<file path="src/rtl/cp0_exc_if.sv">
// Datapath-facing bus of the CP0 exception unit: MFC0/MTC0 access,
// exception flags, ERET, external IRQ lines and the redirect outputs.
interface cp0_exc_if #(
  parameter int N_IRQ = 6
);
  logic [4:0]       adr;
  logic             w;
  logic [31:0]      w_data;
  logic [31:0]      pc;
  logic             ov;
  logic             sys;
  logic             brk;
  logic             dz;
  logic             eret;
  logic [N_IRQ-1:0] irq;
  logic [31:0]      out;
  logic [31:0]      epc;
  logic             exc_take;
  logic [4:0]       exc_code;

  modport master (
    output adr, w, w_data, pc, ov, sys, brk, dz, eret, irq,
    input  out, epc, exc_take, exc_code
  );

  modport slave (
    input  adr, w, w_data, pc, ov, sys, brk, dz, eret, irq,
    output out, epc, exc_take, exc_code
  );
endinterface

</file>
<file path="src/rtl/cp0_exc_unit.sv">
// CP0 register file (Status/Cause/EPC) merged with the exception controller:
// fixed-priority synchronous exceptions, synchronised sticky IRQs, nesting and ERET.
module cp0_exc_unit #(
  parameter int N_IRQ       = 6,
  parameter int SYNC_STAGES = 2
) (
  input  logic      clk,
  input  logic      rst_n,
  cp0_exc_if.slave  bus
);

  localparam logic [4:0] ADR_STATUS = 5'd12;
  localparam logic [4:0] ADR_CAUSE  = 5'd13;
  localparam logic [4:0] ADR_EPC    = 5'd14;

  typedef enum logic [4:0] {
    EXC_INT = 5'd0,
    EXC_SYS = 5'd8,
    EXC_BP  = 5'd9,
    EXC_OV  = 5'd12,
    EXC_DZ  = 5'd15
  } exc_code_e;

  // Architectural state
  logic                                r_ie;
  logic                                r_exl;
  logic [N_IRQ-1:0]                    r_im;
  logic [N_IRQ-1:0]                    r_ip;
  logic [4:0]                          r_exc_code;
  logic [31:0]                         r_epc;

  // IRQ synchroniser chain plus the previous chain output for edge detection
  logic [SYNC_STAGES-1:0][N_IRQ-1:0]   r_sync;
  logic [N_IRQ-1:0]                    r_irq_last;

  logic                                w_wr_status;
  logic                                w_wr_cause;
  logic                                w_wr_epc;
  logic [N_IRQ-1:0]                    w_w1c;
  logic [N_IRQ-1:0]                    w_irq_rise;
  logic                                w_irq_pend;
  logic                                w_take;
  exc_code_e                           w_code;
  logic [31:0]                         w_status;
  logic [31:0]                         w_cause;
  logic [31:0]                         w_out;

  assign w_wr_status = bus.w && (bus.adr == ADR_STATUS);
  assign w_wr_cause  = bus.w && (bus.adr == ADR_CAUSE);
  assign w_wr_epc    = bus.w && (bus.adr == ADR_EPC);

  assign w_w1c       = w_wr_cause ? bus.w_data[8 +: N_IRQ] : '0;
  assign w_irq_rise  = r_sync[SYNC_STAGES-1] & ~r_irq_last;
  assign w_irq_pend  = |(r_ip & r_im);

  // Synchronous faults always win; an interrupt needs IE, no nesting and an unmasked IP.
  always_comb begin
    // NOTE: every combinational output gets a default first so no path infers a latch.
    w_take = 1'b1;
    w_code = EXC_INT;
    if (bus.dz) begin
      w_code = EXC_DZ;
    end else if (bus.ov) begin
      w_code = EXC_OV;
    end else if (bus.sys) begin
      w_code = EXC_SYS;
    end else if (bus.brk) begin
      w_code = EXC_BP;
    end else begin
      w_take = r_ie && !r_exl && w_irq_pend;
    end
  end

  assign w_status = {{(24-N_IRQ){1'b0}}, r_im, 6'b0, r_exl, r_ie};
  assign w_cause  = {{(24-N_IRQ){1'b0}}, r_ip, 1'b0, r_exc_code, 2'b0};

  always_comb begin
    w_out = '0;
    case (bus.adr)
      ADR_STATUS: w_out = w_status;
      ADR_CAUSE:  w_out = w_cause;
      ADR_EPC:    w_out = r_epc;
      default:    w_out = '0;
    endcase
  end

  assign bus.out      = w_out;
  assign bus.epc      = r_epc;
  assign bus.exc_take = w_take;
  assign bus.exc_code = w_code;

  always_ff @(posedge clk or negedge rst_n) begin
    if (!rst_n) begin
      r_sync     <= '0;
      r_irq_last <= '0;
    end else begin
      // NOTE: state is updated with non-blocking assignments so every flop samples pre-edge values.
      r_sync     <= {r_sync[SYNC_STAGES-2:0], bus.irq};
      r_irq_last <= r_sync[SYNC_STAGES-1];
    end
  end

  // A fresh rising edge beats a same-cycle write-1-to-clear on that bit.
  always_ff @(posedge clk or negedge rst_n) begin
    if (!rst_n) begin
      r_ip <= '0;
    end else begin
      r_ip <= (r_ip & ~w_w1c) | w_irq_rise;
    end
  end

  // Ordering matters: MTC0, then ERET, then take; the last assignment to a flop wins.
  always_ff @(posedge clk or negedge rst_n) begin
    if (!rst_n) begin
      r_ie       <= 1'b0;
      r_exl      <= 1'b0;
      r_im       <= '0;
      r_exc_code <= '0;
      r_epc      <= '0;
    end else begin
      if (w_wr_status) begin
        r_ie  <= bus.w_data[0];
        r_exl <= bus.w_data[1];
        r_im  <= bus.w_data[8 +: N_IRQ];
      end
      if (w_wr_cause) begin
        r_exc_code <= bus.w_data[6:2];
      end
      if (w_wr_epc && !w_take) begin
        r_epc <= bus.w_data;
      end
      if (bus.eret) begin
        r_exl <= 1'b0;
      end
      if (w_take) begin
        r_exl      <= 1'b1;
        r_exc_code <= w_code;
        // A nested fault keeps the outer handler's return address.
        if (!r_exl) begin
          r_epc <= bus.pc;
        end
      end
    end
  end

endmodule

</file>
<file path="src/flat_wrapper.sv">
// flat-port wrapper written by rule: the top's interface ports become plain ports
module cp0_exc_unit_flat 
#(
  parameter int N_IRQ       = 6,
  parameter int SYNC_STAGES = 2
)
  (clk, rst_n, bus_adr, bus_w, bus_w_data, bus_pc, bus_ov, bus_sys, bus_brk, bus_dz, bus_eret, bus_irq, bus_out, bus_epc, bus_exc_take, bus_exc_code);
  cp0_exc_if #(.N_IRQ(N_IRQ)) bus_i ();
  input  logic clk;
  input  logic rst_n;
  input wire logic [$bits(bus_i.adr)-1:0] bus_adr;
  input wire logic [$bits(bus_i.w)-1:0] bus_w;
  input wire logic [$bits(bus_i.w_data)-1:0] bus_w_data;
  input wire logic [$bits(bus_i.pc)-1:0] bus_pc;
  input wire logic [$bits(bus_i.ov)-1:0] bus_ov;
  input wire logic [$bits(bus_i.sys)-1:0] bus_sys;
  input wire logic [$bits(bus_i.brk)-1:0] bus_brk;
  input wire logic [$bits(bus_i.dz)-1:0] bus_dz;
  input wire logic [$bits(bus_i.eret)-1:0] bus_eret;
  input wire logic [$bits(bus_i.irq)-1:0] bus_irq;
  output wire logic [$bits(bus_i.out)-1:0] bus_out;
  output wire logic [$bits(bus_i.epc)-1:0] bus_epc;
  output wire logic [$bits(bus_i.exc_take)-1:0] bus_exc_take;
  output wire logic [$bits(bus_i.exc_code)-1:0] bus_exc_code;
  assign bus_i.adr = bus_adr;
  assign bus_i.w = bus_w;
  assign bus_i.w_data = bus_w_data;
  assign bus_i.pc = bus_pc;
  assign bus_i.ov = bus_ov;
  assign bus_i.sys = bus_sys;
  assign bus_i.brk = bus_brk;
  assign bus_i.dz = bus_dz;
  assign bus_i.eret = bus_eret;
  assign bus_i.irq = bus_irq;
  assign bus_out = bus_i.out;
  assign bus_epc = bus_i.epc;
  assign bus_exc_take = bus_i.exc_take;
  assign bus_exc_code = bus_i.exc_code;
  cp0_exc_unit #(.N_IRQ(N_IRQ), .SYNC_STAGES(SYNC_STAGES)) u_core (.clk(clk), .rst_n(rst_n), .bus(bus_i));
endmodule
</file>
<file path="config.mk">
export PLATFORM = sky130hd
export DESIGN_NAME = cp0_exc_unit_flat
export DESIGN_NICKNAME = d
export VERILOG_FILES = /design/src/rtl/cp0_exc_if.sv /design/src/rtl/cp0_exc_unit.sv /design/src/flat_wrapper.sv
export SDC_FILE = /design/constraint.sdc
export NUM_CORES = 1
export LEC_CHECK = 0
export CORE_ASPECT_RATIO = 1.2
export CORE_MARGIN = 1.5
export CORE_UTILIZATION = 46
export CTS_BUF_LIST = sky130_fd_sc_hd__clkbuf_2
export CTS_CLUSTER_SIZE = 25
export DETAILED_ROUTE_END_ITERATION = 10
export PLACE_DENSITY_LB_ADDON = 0.1
export SLEW_MARGIN = 20
export SYNTH_ARGS = -nofsm -noshare
export SYNTH_HDL_FRONTEND = slang
export SYNTH_SLANG_ARGS = --single-unit
</file>
<file path="constraint.sdc">
create_clock -name clk -period 3.8 [get_ports clk]
set_input_delay 0.57 -clock clk [delete_from_list [all_inputs] [get_ports clk]]
set_output_delay 0.57 -clock clk [all_outputs]
set_load 0.05 [all_outputs]
</file>
Word-level counts from Yosys, hierarchy flattened
Index checks and enable logic that the tools add are counted.
{"block": "word_totals", "latch_bits": 0, "wordCells": 47, "romBits": 0, "out_inout_bits": 70, "ram_bits": 0, "ff_bits": 69, "memories": 0}
{"block": "op_classes", "reduce_logical": 11, "bitwise": 6, "div_mod_pow": 0, "n_shift": 0, "mul": 0, "n_eq_ne": 3, "n_lt_le_gt_ge": 0, "muxes": 18, "n_addsub": 0}
{"cell": "$mux 32", "count": 3}
{"cell": "$pmux 32 s3", "count": 1}
{"cell": "$mux 5", "count": 5}
{"cell": "$and 6x6->6", "count": 3}
{"cell": "$eq 5x4->1 const B", "count": 3}
{"cell": "$not 6->6", "count": 2}
{"cell": "$mux 1", "count": 7}
{"cell": "$logic_and 1x1->1", "count": 6}
{"cell": "$mux 6", "count": 1}
{"cell": "$or 6x6->6", "count": 1}
{"cell": "$reduce_or 6->1", "count": 1}
{"cell": "$mux 4", "count": 1}
{"cell": "$reduce_bool 3->1", "count": 1}
{"cell": "$logic_not 1->1", "count": 2}
{"cell": "$reduce_bool 2->1", "count": 1}

Depth between registers and ports, before layout
{"block": "depth", "word_depth": 12, "ltp_mapped": 9}

Least setup slack after synthesis
Ideal clock, no wire load.
{"block": "synth_timing", "path_type": "input-to-output", "start": "input port bus_dz", "end": "output port bus_exc_take", "stages": 5, "setup_slack_ns": 1.401, "required_ns": 3.230, "t_arrival_ns": 1.829, "cell_sequence": "or2_4 -> nor3_4 -> inv_2 -> nor2_1 -> inv_1"}
{"block": "synth_between", "elab_chain_cells": 1}
{"element": "from (decl)", "line_no": "flat_wrapper.sv:18", "source": "input wire logic [$bits(bus_i.dz)-1:0] bus_dz;"}
{"element": "$mux 1", "line_no": "cp0_exc_unit.sv:61", "source": "if (bus.dz) begin"}
{"element": "to (decl)", "line_no": "flat_wrapper.sv:23", "source": "output wire logic [$bits(bus_i.exc_take)-1:0] bus_exc_take;"}
No other way between the ends.

Final worst setup path
{"block": "layout_timing", "start": "input port bus_adr[0]", "end": "output port bus_out[17]"}
{"block": "layout_between", "elab_chain_cells": 2, "elab_cells_between_ends": 4, "classes_between": "eq/ne (3); mux (1)"}
{"element": "from (decl)", "line_no": "flat_wrapper.sv:11", "source": "input wire logic [$bits(bus_i.adr)-1:0] bus_adr;"}
{"element": "$eq 5x4->1", "line_no": "cp0_exc_unit.sv:79", "source": "case (bus.adr)"}
{"element": "$pmux 32 s3 (*)", "line_no": "cp0_exc_unit.sv:79"}
{"element": "to (decl)", "line_no": "flat_wrapper.sv:21", "source": "output wire logic [$bits(bus_i.out)-1:0] bus_out;"}
Mark *: on every way between the ends. The rest lies on a longest branch, timed or not.

==> reports/metrics.cfg <==
[clocking]
cts-resized-gates=0
clk_latency_ns=0.51
htree_levels=3
clockBufferDepth=2
cts_buffers=9
cts_setup_buffers=0
cts_tree=yes
cts-root-buf=clkbuf_2
path_clk_slew_ns=0.20
cts_sinks=69
holdBufCountCts=0

[yosys]
synth_edf_count=0
async_flop_share_pct=100
yosys.area.top_type=dfrtp_1
synthTopCellsByCount=73 x nand2_1, 69 x dfrtp_1, 36 x nor2_1, 20 x and2_1
syn_area_mm2=0.00328
ys_ff_latch=69
ys_seq_area_share_pct=52.7
synth.most_common_cell=nand2_1
ys_top_cells_by_area=dfrtp_1 53%, nand2_1 8.4%, a31oi_2 6.1%
synthCells=321
ys.flop_type=dfrtp_1
ys_types=37
yosys.area.top_type_share_pct=52.7
synth_nets=404
yosysWarnings=0
synth.avg_cell_area_um2=10.2

[power_and_ir_drop]
ir_drop_uv=294
powerDensity_mw_per_mm2=434
p_leak_uw=0.00208

[grt]
grt_max_degree=70
grt_pass1_vias=2794
antenna_found_initial=0
grt_pass1_wl_um=14000
grt_usage_pct=24.5
grt_overflow_total=0

[floorplan]
ioPinCount=153
die_y_um=95.5
core_mm2=0.00685
die-area_mm2=0.00764
start_util_pct=47.8
die_w_um=80.1
placementRows=33

[critical_path]
slowest_stage=clkdlybuf4s50_1
critPathKind=in2out
crit_arrival_ns=2.84
worst_path_largest_cell_delay_ns=0.80
path_cells=clkdlybuf4s50_1 -> nand3b_1 -> nor3b_4 -> and2_1 -> clkdlybuf4s50_1
reg2reg_setup_slack_ns=1.44
reg2reg_depth=6
timing.rr.start=u_core.r_im[3]$_DFFE_PN0P_
cp.required_ns=3.23
crit_fanout=20
path_buf_inv=2
r2r-end=u_core.bus.epc[26]$_DFF_PN0_
cp-end-kind=output port
start_kind=input pin
critPathTopFamily=buffers and inverters
cpMostUsedCell=clkdlybuf4s50_1

[final_layout]
areaGrowthSynthToFinish_pct=47.3
postLayoutCellArea_mm2=0.00483
diodes=0
drive_gt1_share_pct=13.8
final_cells=559
nFillCells=548
nNetsFinal=550

[sta]
fin_tns_setup_ns=0
maxSlewViolCount=0
rsz0062_at_grt=no
hold_viol_final=0
max_freq_mhz=293
tightest_slew_ns=1.06
period_share_pct=89.7
relSlewSlack_pct=28.8
skew_ns=0.0287
setup_viol=0
period_needed_ns=3.41

[placed_design]
placedCellCount=543
place_area_mm2=0.00474
hpwl_um=6560
port_buffers=151
globalplace.congestion=0.807

[routing]
avgViaCountPerCell=5.30
drt_iter0_drc=141
wirelength_um=9140
dr_total_vias=2961
remaining_drc_errors=0
wl_per_cell_um=16.4
first_pass_iters=4
ant_nets=0

[outcome]
run_status=finished clean

[hold_path]
hp-class=in2async

[flow_run]
cap_viol_max_count=0

[per-layer routing]
layer	global-route usage [%]	wire length [µm]	vias up
met2	39.9	4590	117
met1	31.3	3720	1426
met3	5.17	633	18
met5	0	0	-
li1	-	-	1400
met4	11.2	206	0
[how the worst max path moves through the flow]
stage / depth (start not counted) / endpoint / slack, ns / start
final: 5 / bus_out[17] / 0.39 / bus_adr[0]
after floorplan: 5 / bus_exc_take / 1.40 / bus_dz
after global routing: 5 / bus_out[28] / 0.23 / bus_adr[0]
after global placement: 5 / bus_out[30] / 0.43 / bus_adr[0]
after detailed placement: 5 / bus_out[17] / 0.37 / bus_adr[0]
after CTS: 5 / bus_out[17] / 0.36 / bus_adr[0]
[cells in the final DEF, fill, tap and decap left out, types with 3 or more instances in the layout]
master           count
clkdlybuf4s50_1    136
nand2_1             73
dfrtp_1             69
nor2_1              36
and2_1              20
buf_4               19
a22o_1              16
a31oi_2             16
a31oi_1              9
nor3_1               9
clkbuf_2             9
inv_1                8
o22ai_1              8
mux2_2               7
a22oi_1              6
clkinv_2             3
[sequential cells by signal, summed over array words and instances, names as in the netlist]
| signal | count |
|---|---|
| u_core.bus.epc | 32 |
| u_core.r_exc_code | 5 |
| u_core.r_exl | 1 |
| u_core.r_ie | 1 |
| u_core.r_im | 6 |
| u_core.r_ip | 6 |
| u_core.r_irq_last | 6 |
| u_core.r_sync | 12 |
[power breakdown]
part	switching [µW]	internal (µW)	total [µW]
sequential	81.7	845	927
clock	270	81.1	351
combinational	497	320	816
[kinds of logic (layout without fill, tap and decap cells)]
group,after synthesis,after routing,synth area share (%)
other,1,1,0.114
and+or+nand+nor,150,150,21.6
buffers and inverters,29,180,5.80
muxes,9,9,3.02
AOI/OAI and AO/OA,63,63,16.8
DFF,69,69,52.7
[cell type report]
class,instances,area [µm²],share of cell area (%)
inverters,9,33.8,0.700
clock inverters,7,42.5,0.881
well taps,87,109,2.26
flip-flops and latches,69,1730,35.8
repair buffers,155,1500,31.2
clock buffers,9,45.0,0.933
multi-input cells,223,1370,28.3
[through the flow]
| step | power [µW] | hold slack [ns] | util [%] | setup slack [ns] |
|---|---|---|---|---|
| detailed placement | 1760 | 0.338 | 69.1 | 0.368 |
| floorplan | 1420 | 0.274 | - | 1.40 |
| global placement | 1750 | 0.333 | 69.1 | 0.432 |
| global route | 2180 | 0.184 | 70.4 | 0.234 |
| finish | 2090 | 0.133 | 70.4 | 0.392 |
| CTS | 2110 | 0.154 | 70.4 | 0.361 |
Power figures use the tool's default switching activity.
==> patch 1 (same settings) <==
`SYNC_STAGES` is set to 2 in 2 places; all go to 4.
--- a/src/rtl/cp0_exc_unit.sv
+++ b/src/rtl/cp0_exc_unit.sv
@@ -2,7 +2,7 @@
 // fixed-priority synchronous exceptions, synchronised sticky IRQs, nesting and ERET.
 module cp0_exc_unit #(
   parameter int N_IRQ       = 6,
-  parameter int SYNC_STAGES = 2
+  parameter int SYNC_STAGES = 4
 ) (
   input  logic      clk,
   input  logic      rst_n,
--- a/src/flat_wrapper.sv
+++ b/src/flat_wrapper.sv
@@ -2,7 +2,7 @@
 module cp0_exc_unit_flat 
 #(
   parameter int N_IRQ       = 6,
-  parameter int SYNC_STAGES = 2
+  parameter int SYNC_STAGES = 4
 )
   (clk, rst_n, bus_adr, bus_w, bus_w_data, bus_pc, bus_ov, bus_sys, bus_brk, bus_dz, bus_eret, bus_irq, bus_out, bus_epc, bus_exc_take, bus_exc_code);
   cp0_exc_if #(.N_IRQ(N_IRQ)) bus_i ();
Check against the original RTL: not equivalent (Yosys sat finds a counterexample within 4 cycles, from zero or initial values and one cycle with rst_n low).
==> patch 1 against the unedited design <==
Design area up 7.4%. Core utilization down 2.4 points. Highest routed layer unchanged. Area after synthesis up 9.2%. Setup slack better by 110 ps. Total power up 13%. Register-to-register slack better by 360 ps. Largest cell class unchanged. Maximum frequency up 3.3%. Wire length up 2.8%. Combinational power about the same. Sequential cell count up 12. Clock skew up 12 ps.
==> patch 1: results <==
group,metric,value,unit
run_status,outcome,"complete, no violations",
power,p_leak,2.29,nW
global_routing,antenna_found_initial,0,
global_routing,track_usage,23.2,%
min_path,hold_class,"in2async",
logic_synthesis,synth_area_leaders,"dfrtp_1, nand2_1, a31oi_2, a22o_1, nor2_1",
final_layout,fin_nets,567,
route,post_drt_wl_per_cell,16.2,µm
logic_synthesis,syn-num-nets,416,
place,routabilityCongestion,0.834,
power,irDropWorstVdd,0.315,mV
place,port_buffers,151,
route,via_per_inst,5.14,
route,drt_pass1_iterations,4,
clock_tree,cts-root-buf,"clkbuf_2",
logic_synthesis,muxShareOfSynthArea,2.76,%
logic_synthesis,synthAdderAreaFrac,0,%
clock_tree,clockBufferDepth,2,
logic_synthesis,seq_area_frac_synth,56.7,%
sta,maxSlewHeadroom,52.3,%
logic_synthesis,synth_top_cells_by_count,"dfrtp_1, nand2_1, nor2_1",
setup_path,cp_max_fo,10,
sta,clock_skew,40.6,ps
logic_synthesis,synth.distinct_cells,37,
global_routing,grt_pass1_wl,15100,µm
place,place_area,5050,µm²
global_routing,grt_max_degree,82,
clock_tree,clk_pin_slew,240,ps
place,dp_hpwl,6770,µm
clock_tree,cts_buffers,9,
setup_path,arrival,2730,ps
route,drt_first_iter_violations,167,
final_layout,layout-drive-gt1-share,17.0,%
logic_synthesis,synth_compound_area_share,15.4,%
==> patch 1: cell types whose count changed after synthesis <==
| cell | unedited run | this run |
|---|---|---|
| dfrtp_1 | 69 | 81 |
==> patch 1: cell families (layout without fill, tap and decap cells) <==
group | after synthesis | in the layout
other | 1 | 1
AOI/OAI and AO/OA | 63 | 63
muxes | 9 | 9
and+or+nand+nor | 150 | 150
buffers and inverters | 29 | 185
DFF | 81 | 81
==> patch 1: path summary, 6_finish.rpt <==
check	end	cells past startpoint	slack, ps	start
max in group asynchronous	u_core.r_sync[18]	1	3240	rst_n
max reg2reg	u_core.bus.epc[20]	5	1800	u_core.r_im[3]
min in group clk	u_core.r_sync[6]	0	350	u_core.r_sync[0]
max	bus_out[5]	5	500	bus_adr[0]
min	u_core.bus.epc[26]	1	40	rst_n
min reg2reg	u_core.r_sync[6]	0	350	u_core.r_sync[0]
==> patch 1: routing by layer <==
layer / up-vias / routed length, µm / part of all wire (%) / track usage (%)
met2: 99 / 4750 / 51 / 39.5
met4: 0 / 146 / 1.6 / 9.08
met5: - / 0 / 0 / 0
met1: 1428 / 3950 / 42 / 29.9
li1: 1445 / - / - / -
met3: 12 / 549 / 5.8 / 3.73
==> patch 1: layout make-up <==
cell class	count	area, µm²
multi-input combinational	223	1370
clock inverter	7	83.8
clock buffer	9	45.0
inverter	9	33.8
timing repair buffer	160	1520
tap	92	115
sequential	81	2030
fill	616	2430
==> patch 1: through the flow <==
stage | utilization [%] | cells | setup slack (ps) | hold slack [ps]
5_1_grt | 68.1 | 581 | 382 | 71.6
6_report | 68.1 | 581 | 500 | 41.4
3_3_place_gp | 66.3 | 565 | 531 | 334
2_1_floorplan | - | 333 | 1400 | 274
3_5_place_dp | 66.3 | 565 | 486 | 336
4_1_cts | 68.0 | 581 | 487 | 183
==> patch 1: worst max-delay path: stages <==
cell	delay (ps)
clkdlybuf4s50_1	400
nand3b_1	240
nor3b_4	480
a22o_1	220
clkdlybuf4s50_1	810
==> patch 1: where the power goes <==
| group | internal [mW] | leakage [nW] | switching [mW] |
|---|---|---|---|
| clock network | 0.165 | 0.0754 | 0.316 |
| logic | 0.321 | 1.30 | 0.496 |
| registers | 0.980 | 0.911 | 0.0862 |
==> patch 2 (same flow settings) <==
Made on the original files. Reset style: synchronous (`rst_n`), changed in 3 clocked blocks.
--- a/src/rtl/cp0_exc_unit.sv
+++ b/src/rtl/cp0_exc_unit.sv
@@ -89,7 +89,7 @@
   assign bus.exc_take = w_take;
   assign bus.exc_code = w_code;
 
-  always_ff @(posedge clk or negedge rst_n) begin
+  always_ff @(posedge clk) begin
     if (!rst_n) begin
       r_sync     <= '0;
       r_irq_last <= '0;
@@ -101,7 +101,7 @@
   end
 
   // A fresh rising edge beats a same-cycle write-1-to-clear on that bit.
-  always_ff @(posedge clk or negedge rst_n) begin
+  always_ff @(posedge clk) begin
     if (!rst_n) begin
       r_ip <= '0;
     end else begin
@@ -110,7 +110,7 @@
   end
 
   // Ordering matters: MTC0, then ERET, then take; the last assignment to a flop wins.
-  always_ff @(posedge clk or negedge rst_n) begin
+  always_ff @(posedge clk) begin
     if (!rst_n) begin
       r_ie       <= 1'b0;
       r_exl      <= 1'b0;
Check against the original RTL: differs if rst_n is asserted again (counterexample within 4 cycles, from zero or initial values and one cycle with rst_n low); with rst_n held inactive, the same outputs for 4 cycles.
==> patch 2 against the unedited design <==
Sequential cell count unchanged. Global-route usage up 0.68 points. Design area up 4.6%. Wire length down 3.2%. Setup slack better by 100 ps. Area after synthesis down 5.4%. Critical path type unchanged. Largest cell class is now non-clock buffers.
Power is not compared: it rests on default switching activity, and its combinational part moved more than twofold at a synthesized area within 25%.
==> patch 2: results <==
group,metric,value,unit
global_routing,grt_max_degree,33,
setup_path,r2r_start,"u_core.r_im[1]",
logic_synthesis,synthCells,310,
place,place_area,4930,µm²
place,pre_cts_slack,463,ps
place,dp.cells,530,
logic_synthesis,synth_top_cells_by_count,"dfxtp_1, mux2i_1, and2_1",
global_routing,grtUsageMet2,43.3,%
route,drt_first_iter_violations,143,
global_routing,met1_usage,30.0,%
logic_synthesis,synth_area_leaders,"dfxtp_1, mux2i_1, and2_1, o2bb2ai_1, a22o_1",
run_status,outcome,"complete, no violations",
final_layout,layout-drive-gt1-share,13.7,%
place,dp_hpwl,6570,µm
logic_synthesis,seq_area_frac_synth,44.6,%
logic_synthesis,synth_compound_area_share,18.0,%
setup_path,cp_max_fo,10,
global_routing,grt_use_met3,5.52,%
setup_path,worstReg2RegEnd,"u_core.bus.epc[15]",
power,finalPower,1.57,mW
logic_synthesis,syn-num-nets,393,
setup_path,crit_end,"bus_out[0]",
logic_synthesis,muxShareOfSynthArea,13.9,%
global_routing,grt_pass1_wl,14300,µm
setup_path,arrival,2730,ps
global_routing,grt_pass1_vias,2770,
setup_path,reg2reg_slack,1780,ps
logic_synthesis,ys_async_sr_fraction,0,%
[patch 2: cell count changes after synthesis, sizes merged, moves of 17 or more]
| cell | change |
|---|---|
| dfrtp | -69 |
| and2 | +17 |
| mux2i | +40 |
| nand2 | -58 |
| o2bb2ai | +24 |
| a31oi | -17 |
| dfxtp | +69 |
[patch 2: routing by layer]
layer  share of wire [%]  wire, µm  up-vias
li1                    -         -     1389
met1                  40      3570     1316
met2                  51      4470      113
met3                 6.3       559       20
met4                 2.8       251        0
met5                   0         0        -
[patch 2: cell type report]
| cell class | instances | area, µm² |
|---|---|---|
| Multi-Input combinational cell | 205 | 1520 |
| Tap cell | 85 | 106 |
| Timing Repair Buffer | 158 | 1880 |
| Fill cell | 485 | 1440 |
| Sequential cell | 69 | 1380 |
| Clock inverter | 7 | 72.6 |
| Clock buffer | 9 | 45.0 |
| Inverter | 13 | 48.8 |
[patch 2: worst max-delay path: cells and delay by family]
family / cells / cell delay [ps]
AND/OR/NAND/NOR: 2 / 870
buffers and inverters: 2 / 1300
